--- src/rtl/mem_access_unit.sv ---
// rtl/mem_access_unit.sv - sequential load/store unit with sign/zero extension and RMW partial stores
// Misaligned or illegal-size requests respond with an error and never reach memory.
module mem_access_unit #(
   parameter int DATA_W = 32,
   parameter int ADDR_W = 32
) (
   input  logic              clk,
   input  logic              reset_n,
   input  logic              req_valid,
   output logic              req_ready,
   input  logic              req_write,
   input  logic [1:0]        req_size,
   input  logic              req_signed,
   input  logic [ADDR_W-1:0] req_addr,
   input  logic [DATA_W-1:0] req_wdata,
   output logic              rsp_valid,
   input  logic              rsp_ready,
   output logic [DATA_W-1:0] rsp_rdata,
   output logic              rsp_err,
   output logic [ADDR_W-1:0] mem_addr,
   output logic              mem_rd,
   output logic              mem_wr,
   output logic [DATA_W-1:0] mem_wdata,
   input  logic [DATA_W-1:0] mem_rdata,
   input  logic              mem_ack
);
   localparam int NB   = DATA_W / 8;
   localparam int OFFW = $clog2(NB);
   localparam int IDXW = $clog2(DATA_W);

   typedef enum logic [1:0] {S_IDLE, S_RD, S_WR, S_RESP} state_t;

   state_t            r_state;
   logic              r_req_ready;
   logic              r_rsp_valid;
   logic [DATA_W-1:0] r_rsp_rdata;
   logic              r_rsp_err;
   logic [ADDR_W-1:0] r_mem_addr;
   logic              r_mem_rd;
   logic              r_mem_wr;
   logic [DATA_W-1:0] r_mem_wdata;
   logic              r_write;
   logic [1:0]        r_size;
   logic              r_signed;
   logic [OFFW-1:0]   r_off;
   logic [DATA_W-1:0] r_wdata;

   logic [OFFW-1:0]   w_align;
   logic              w_size_bad;
   logic              w_misal;
   logic              w_full;
   logic [IDXW-1:0]   w_sh;
   logic [IDXW-1:0]   w_msb;
   logic [DATA_W-1:0] w_lo_mask;
   logic [DATA_W-1:0] w_lane;
   logic [DATA_W-1:0] w_shifted;
   logic              w_sign;
   logic [DATA_W-1:0] w_ext;
   logic [DATA_W-1:0] w_merge;

   assign w_align    = OFFW'((32'd1 << req_size) - 32'd1);
   assign w_size_bad = (DATA_W == 32) && (req_size == 2'd3);
   assign w_misal    = (req_addr[OFFW-1:0] & w_align) != '0;
   assign w_full     = (req_size == 2'(OFFW));

   // Lane mask covers the low 2^size bytes; shifting by a full width yields all ones.
   assign w_sh      = {r_off, 3'b000};
   assign w_lo_mask = ~({DATA_W{1'b1}} << (32'd8 << r_size));
   assign w_msb     = IDXW'((32'd8 << r_size) - 32'd1);
   assign w_shifted = mem_rdata >> w_sh;
   assign w_sign    = r_signed & w_shifted[w_msb];
   assign w_ext     = (w_shifted & w_lo_mask) | (w_sign ? ~w_lo_mask : '0);
   assign w_lane    = w_lo_mask << w_sh;
   assign w_merge   = (mem_rdata & ~w_lane) | ((r_wdata << w_sh) & w_lane);

   always_ff @(posedge clk) begin
      if (!reset_n) begin
         r_state     <= S_IDLE;
         r_req_ready <= 1'b1;
         r_rsp_valid <= 1'b0;
         r_rsp_rdata <= '0;
         r_rsp_err   <= 1'b0;
         r_mem_addr  <= '0;
         r_mem_rd    <= 1'b0;
         r_mem_wr    <= 1'b0;
         r_mem_wdata <= '0;
         r_write     <= 1'b0;
         r_size      <= 2'd0;
         r_signed    <= 1'b0;
         r_off       <= '0;
         r_wdata     <= '0;
      end else begin
         case (r_state)
            S_IDLE: begin
               if (req_valid) begin
                  r_write     <= req_write;
                  r_size      <= req_size;
                  r_signed    <= req_signed;
                  r_off       <= req_addr[OFFW-1:0];
                  r_wdata     <= req_wdata;
                  r_req_ready <= 1'b0;
                  r_mem_addr  <= {req_addr[ADDR_W-1:OFFW], {OFFW{1'b0}}};
                  if (w_size_bad || w_misal) begin
                     r_state     <= S_RESP;
                     r_rsp_valid <= 1'b1;
                     r_rsp_err   <= 1'b1;
                     r_rsp_rdata <= '0;
                  end else if (!req_write || !w_full) begin
                     r_state  <= S_RD;
                     r_mem_rd <= 1'b1;
                  end else begin
                     r_state     <= S_WR;
                     r_mem_wr    <= 1'b1;
                     r_mem_wdata <= req_wdata;
                  end
               end
            end
            S_RD: begin
               if (mem_ack) begin
                  r_mem_rd <= 1'b0;
                  if (r_write) begin
                     r_state     <= S_WR;
                     r_mem_wr    <= 1'b1;
                     r_mem_wdata <= w_merge;
                  end else begin
                     r_state     <= S_RESP;
                     r_rsp_valid <= 1'b1;
                     r_rsp_err   <= 1'b0;
                     r_rsp_rdata <= w_ext;
                  end
               end
            end
            S_WR: begin
               if (mem_ack) begin
                  r_mem_wr    <= 1'b0;
                  r_state     <= S_RESP;
                  r_rsp_valid <= 1'b1;
                  r_rsp_err   <= 1'b0;
                  r_rsp_rdata <= '0;
               end
            end
            S_RESP: begin
               if (rsp_ready) begin
                  r_state     <= S_IDLE;
                  r_rsp_valid <= 1'b0;
                  r_rsp_err   <= 1'b0;
                  r_rsp_rdata <= '0;
                  r_req_ready <= 1'b1;
               end
            end
            default: r_state <= S_IDLE;
         endcase
      end
   end

   assign req_ready = r_req_ready;
   assign rsp_valid = r_rsp_valid;
   assign rsp_rdata = r_rsp_rdata;
   assign rsp_err   = r_rsp_err;
   assign mem_addr  = r_mem_addr;
   assign mem_rd    = r_mem_rd;
   assign mem_wr    = r_mem_wr;
   assign mem_wdata = r_mem_wdata;
endmodule

--- config.mk ---
export PLATFORM = sky130hd
export DESIGN_NAME = mem_access_unit
export DESIGN_NICKNAME = d
export VERILOG_FILES = /design/src/rtl/mem_access_unit.sv
export SDC_FILE = /design/constraint.sdc
export NUM_CORES = 1
export LEC_CHECK = 0
export BUFFER_PORTS_ARGS = -buffer_cell sky130_fd_sc_hd__buf_2
export CORE_ASPECT_RATIO = 1.75
export CORE_MARGIN = 3
export CORE_UTILIZATION = 40
export DETAILED_ROUTE_END_ITERATION = 10
export GPL_ROUTABILITY_DRIVEN = 0
export GPL_TIMING_DRIVEN = 0
export SETUP_SLACK_MARGIN = 0.15
export SYNTH_ARGS = -nofsm -noshare
export SYNTH_HDL_FRONTEND = slang
export SYNTH_SLANG_ARGS = --single-unit
--- constraint.sdc ---
create_clock -name clk -period 2.2 [get_ports clk]
set_input_delay 0.22 -clock clk [delete_from_list [all_inputs] [get_ports clk]]
set_output_delay 0.22 -clock clk [all_outputs]
set_load 0.02 [all_outputs]
==> run_results.csv <==
group,metric,value,unit
status,outcome,"finished, final reports clean",
global_route,grt_max_degree,17,
global_route,grt_first_pass_wirelength,39400,um
clocking,path_clk_slew,70,ps
sta,worst_pin_slew,884,ps
logic_synthesis,ys_seq_area_frac,0.397,
setup_path,reg2reg_to,"mem_wdata[24]",
sta,maxSlewViolCount,0,
clocking,cts-buffers-inserted,17,
setup_path,criticalPathCategory,"reg -> reg",
layout,nFillCells,1745,
layout,final_core_util,0.545,
logic_synthesis,syn_area,7020,um^2
placed_design,portBuffers,203,
sta,hold_viol_final,0,
setup_path,reg2regPathDepth,7,
clocking,hold_buffers,0,
logic_synthesis,ys_seq_elements,139,
hold_path,hold_path.class,"in -> reg",
drt,ant_nets,0,
layout,area_delta_synth_final,32.9,%
global_route,grt_pass1_vias,6993,
clocking,cts.root.buffer_cell,"clkbuf_16",
placed_design,dp_cells,1297,
layout,fin_nets,1213,
setup_path,critPathArrivalTime,2350,ps
drt,drt_wl_total,26900,um
drt,vias,7419,
floorplan,die_w,106,um
power,power,10.9,mW
hold_path,whs_path_depth,3,
clocking,htree_levels,4,
sta,worst_slack,164,ps
sta,rsz0062_at_grt,"no",
layout,fin_cells,1343,
drt,drt-wirelength-per-cell,20.0,um
global_route,grt_overflow,0,
sta,report.final.setup_viol,0,
logic_synthesis,synthDistinctLibCells,59,
logic_synthesis,synth-async-reset-ratio,0,
logic_synthesis,synthCells,866,
setup_path,critPathMaxFanout,10,
floorplan,row_count,63,
power,leakagePower,3.86,nW
global_route,antenna_found_initial,0,
layout,final_common_cell,"buf_2",
drt,viasPerCell,5.52,
placed_design,pre_cts_ws,-296,ps
setup_path,end_kind,"flip-flop",
floorplan,io_pins,206,
power,ir_drop,0.580,mV
flow_run,cap_violations,0,
logic_synthesis,ys.flop_type,"dfxtp_1",
setup_path,cp.required,2510,ps
sta,fmax,491,MHz
setup_path,crit_path_start_kind,"flip-flop",
floorplan,fp.coreArea,17100,um^2
sta,finalCritPeriodShare,0.925,
sta,finClkSkew,11.2,ps
floorplan,start_util,0.410,
layout,num_antenna_cells,0,
clocking,cts.sinks,139,
global_route,grtUsageTotal,0.268,
drt,drtPass1Iterations,5,
logic_synthesis,yosys_warnings,0,
clocking,cts_tree,"done",
setup_path,r2r-start,"r_off[1]",
clocking,clk_path_buf_depth,2,
drt,drc,0,
clocking,clkLatencyLatePin,430,ps
layout,final_cell_mix,"216 x buf_2, 164 x nand2_1, 137 x dfxtp_1, 110 x a21oi_1, 56 x mux2i_1",
layout,drive_above_1_share,0.312,
sta,post-route-min-period,2040,ps
setup_path,ff2ff_setup_slack,160,ps
drt,drt_iter0_drc,521,
logic_synthesis,synth.avg_cell_area,8.10,um^2
logic_synthesis,synth_edf_count,0,
sta,slew_headroom,0.410,
placed_design,dp_hpwl,20800,um
power,powerDensity,1170,nW/um^2
hold_path,min_from,"req_addr[14]",
hold_path,hold_end,"mem_addr[14]",
floorplan,die_area,19200,um^2
floorplan,dieHeight,181,um
-- critical path, cell delays in order (launching register included) --
cell	delay (ps)
dfxtp_1	310
buf_4	170
clkbuf_4	210
buf_6	180
mux2i_1	380
a22oi_1	170
a221oi_2	360
o22ai_1	130
-- metal layers --
metal	wire length (um)	track usage	up-vias
met2	13900	0.485	304
met1	9840	0.291	3439
met4	1570	0.144	0
met3	1530	0.0486	82
met5	0	0	-
li1	-	-	3594
-- report_power, final --
group / internal, mW / total (mW) / switching [mW]
clock: 1.60 / 2.87 / 1.27
sequential: 2.96 / 3.26 / 0.308
combinational: 1.72 / 4.80 / 3.08
-- layout make-up --
cell class | count | area [um^2] | share of cell area
timing repair buffer | 217 | 1140 | 0.122
clock buffer | 17 | 425 | 0.0456
tap | 227 | 284 | 0.0305
buffer | 79 | 478 | 0.0512
sequential | 139 | 2790 | 0.299
clock inverter | 15 | 153 | 0.0164
inverter | 23 | 86.3 | 0.00926
multi-input combinational | 626 | 3980 | 0.426
-- through the flow --
| step | setup TNS [ps] | cell area, um^2 | hold slack (ps) |
|---|---|---|---|
| after floorplan | 0 | 7020 | 356 |
| after global placement | -6560 | 8320 | 439 |
| after global routing | 0 | 9330 | 16.2 |
| final | 0 | 9330 | 20.5 |
| after detailed placement | -6880 | 8320 | 442 |
| after CTS | 0 | 9040 | 6.73 |
-- synthesized netlist by cell type (9+ instances only) --
master    number  area [um^2]
a21oi_1      115          576
a31oi_1        9         56.3
buf_2         17         85.1
buf_4         11         82.6
clkbuf_1      43          161
dfxtp_1      139         2780
inv_1         21         78.8
mux2i_1       56          561
nand2_1      165          619
nand3_1       20          100
nor2_1        36          135
o21ai_0       21          105
o21ai_1       28          140
o21bai_1       9         67.6
o22ai_1        9         56.3
o32ai_1       16          140
or3_1         10         62.6
or3b_1         9         78.8
-- worst max-delay path by stage --
stage                          start             to  slack [ps]  cells past startpoint
after floorplan           r_state[0]  rsp_rdata[17]         260                      8
after global placement    r_state[0]  rsp_rdata[18]        -260                      8
after detailed placement  r_state[0]  rsp_rdata[17]        -300                      8
after CTS                 r_state[1]  rsp_rdata[17]          80                      9
after global routing      r_state[0]  mem_wdata[21]          70                      9
final                       r_off[1]  mem_wdata[24]         160                      7
-- cells by family after synthesis --
group | after synthesis | synth area share
compound gates | 298 | 0.277
fa+ha+maj | 5 | 0.00892
buf+inv | 102 | 0.0662
flops | 139 | 0.397
mux | 58 | 0.0863
other cells | 1 | 0.000535
simple gates | 263 | 0.164
-- timing repair --
| action | 4_1_cts | 5_1_grt |
|---|---|---|
| gates cloned | 0 | 2 |
| endpoints found under the setup margin | 80 | 80 |
| gates resized for setup | 35 | 68 |
| pin swaps | 3 | 5 |
| buffers inserted | 3 | 9 |
-- flip-flops by register name, summed over array words and instances, names as in the netlist, 2 cells and up --
signal,flops
r_state,2
rsp_rdata,32
r_size,2
mem_addr,30
r_wdata,32
mem_wdata,32
r_off,2
Power figures use the tool's default switching activity.
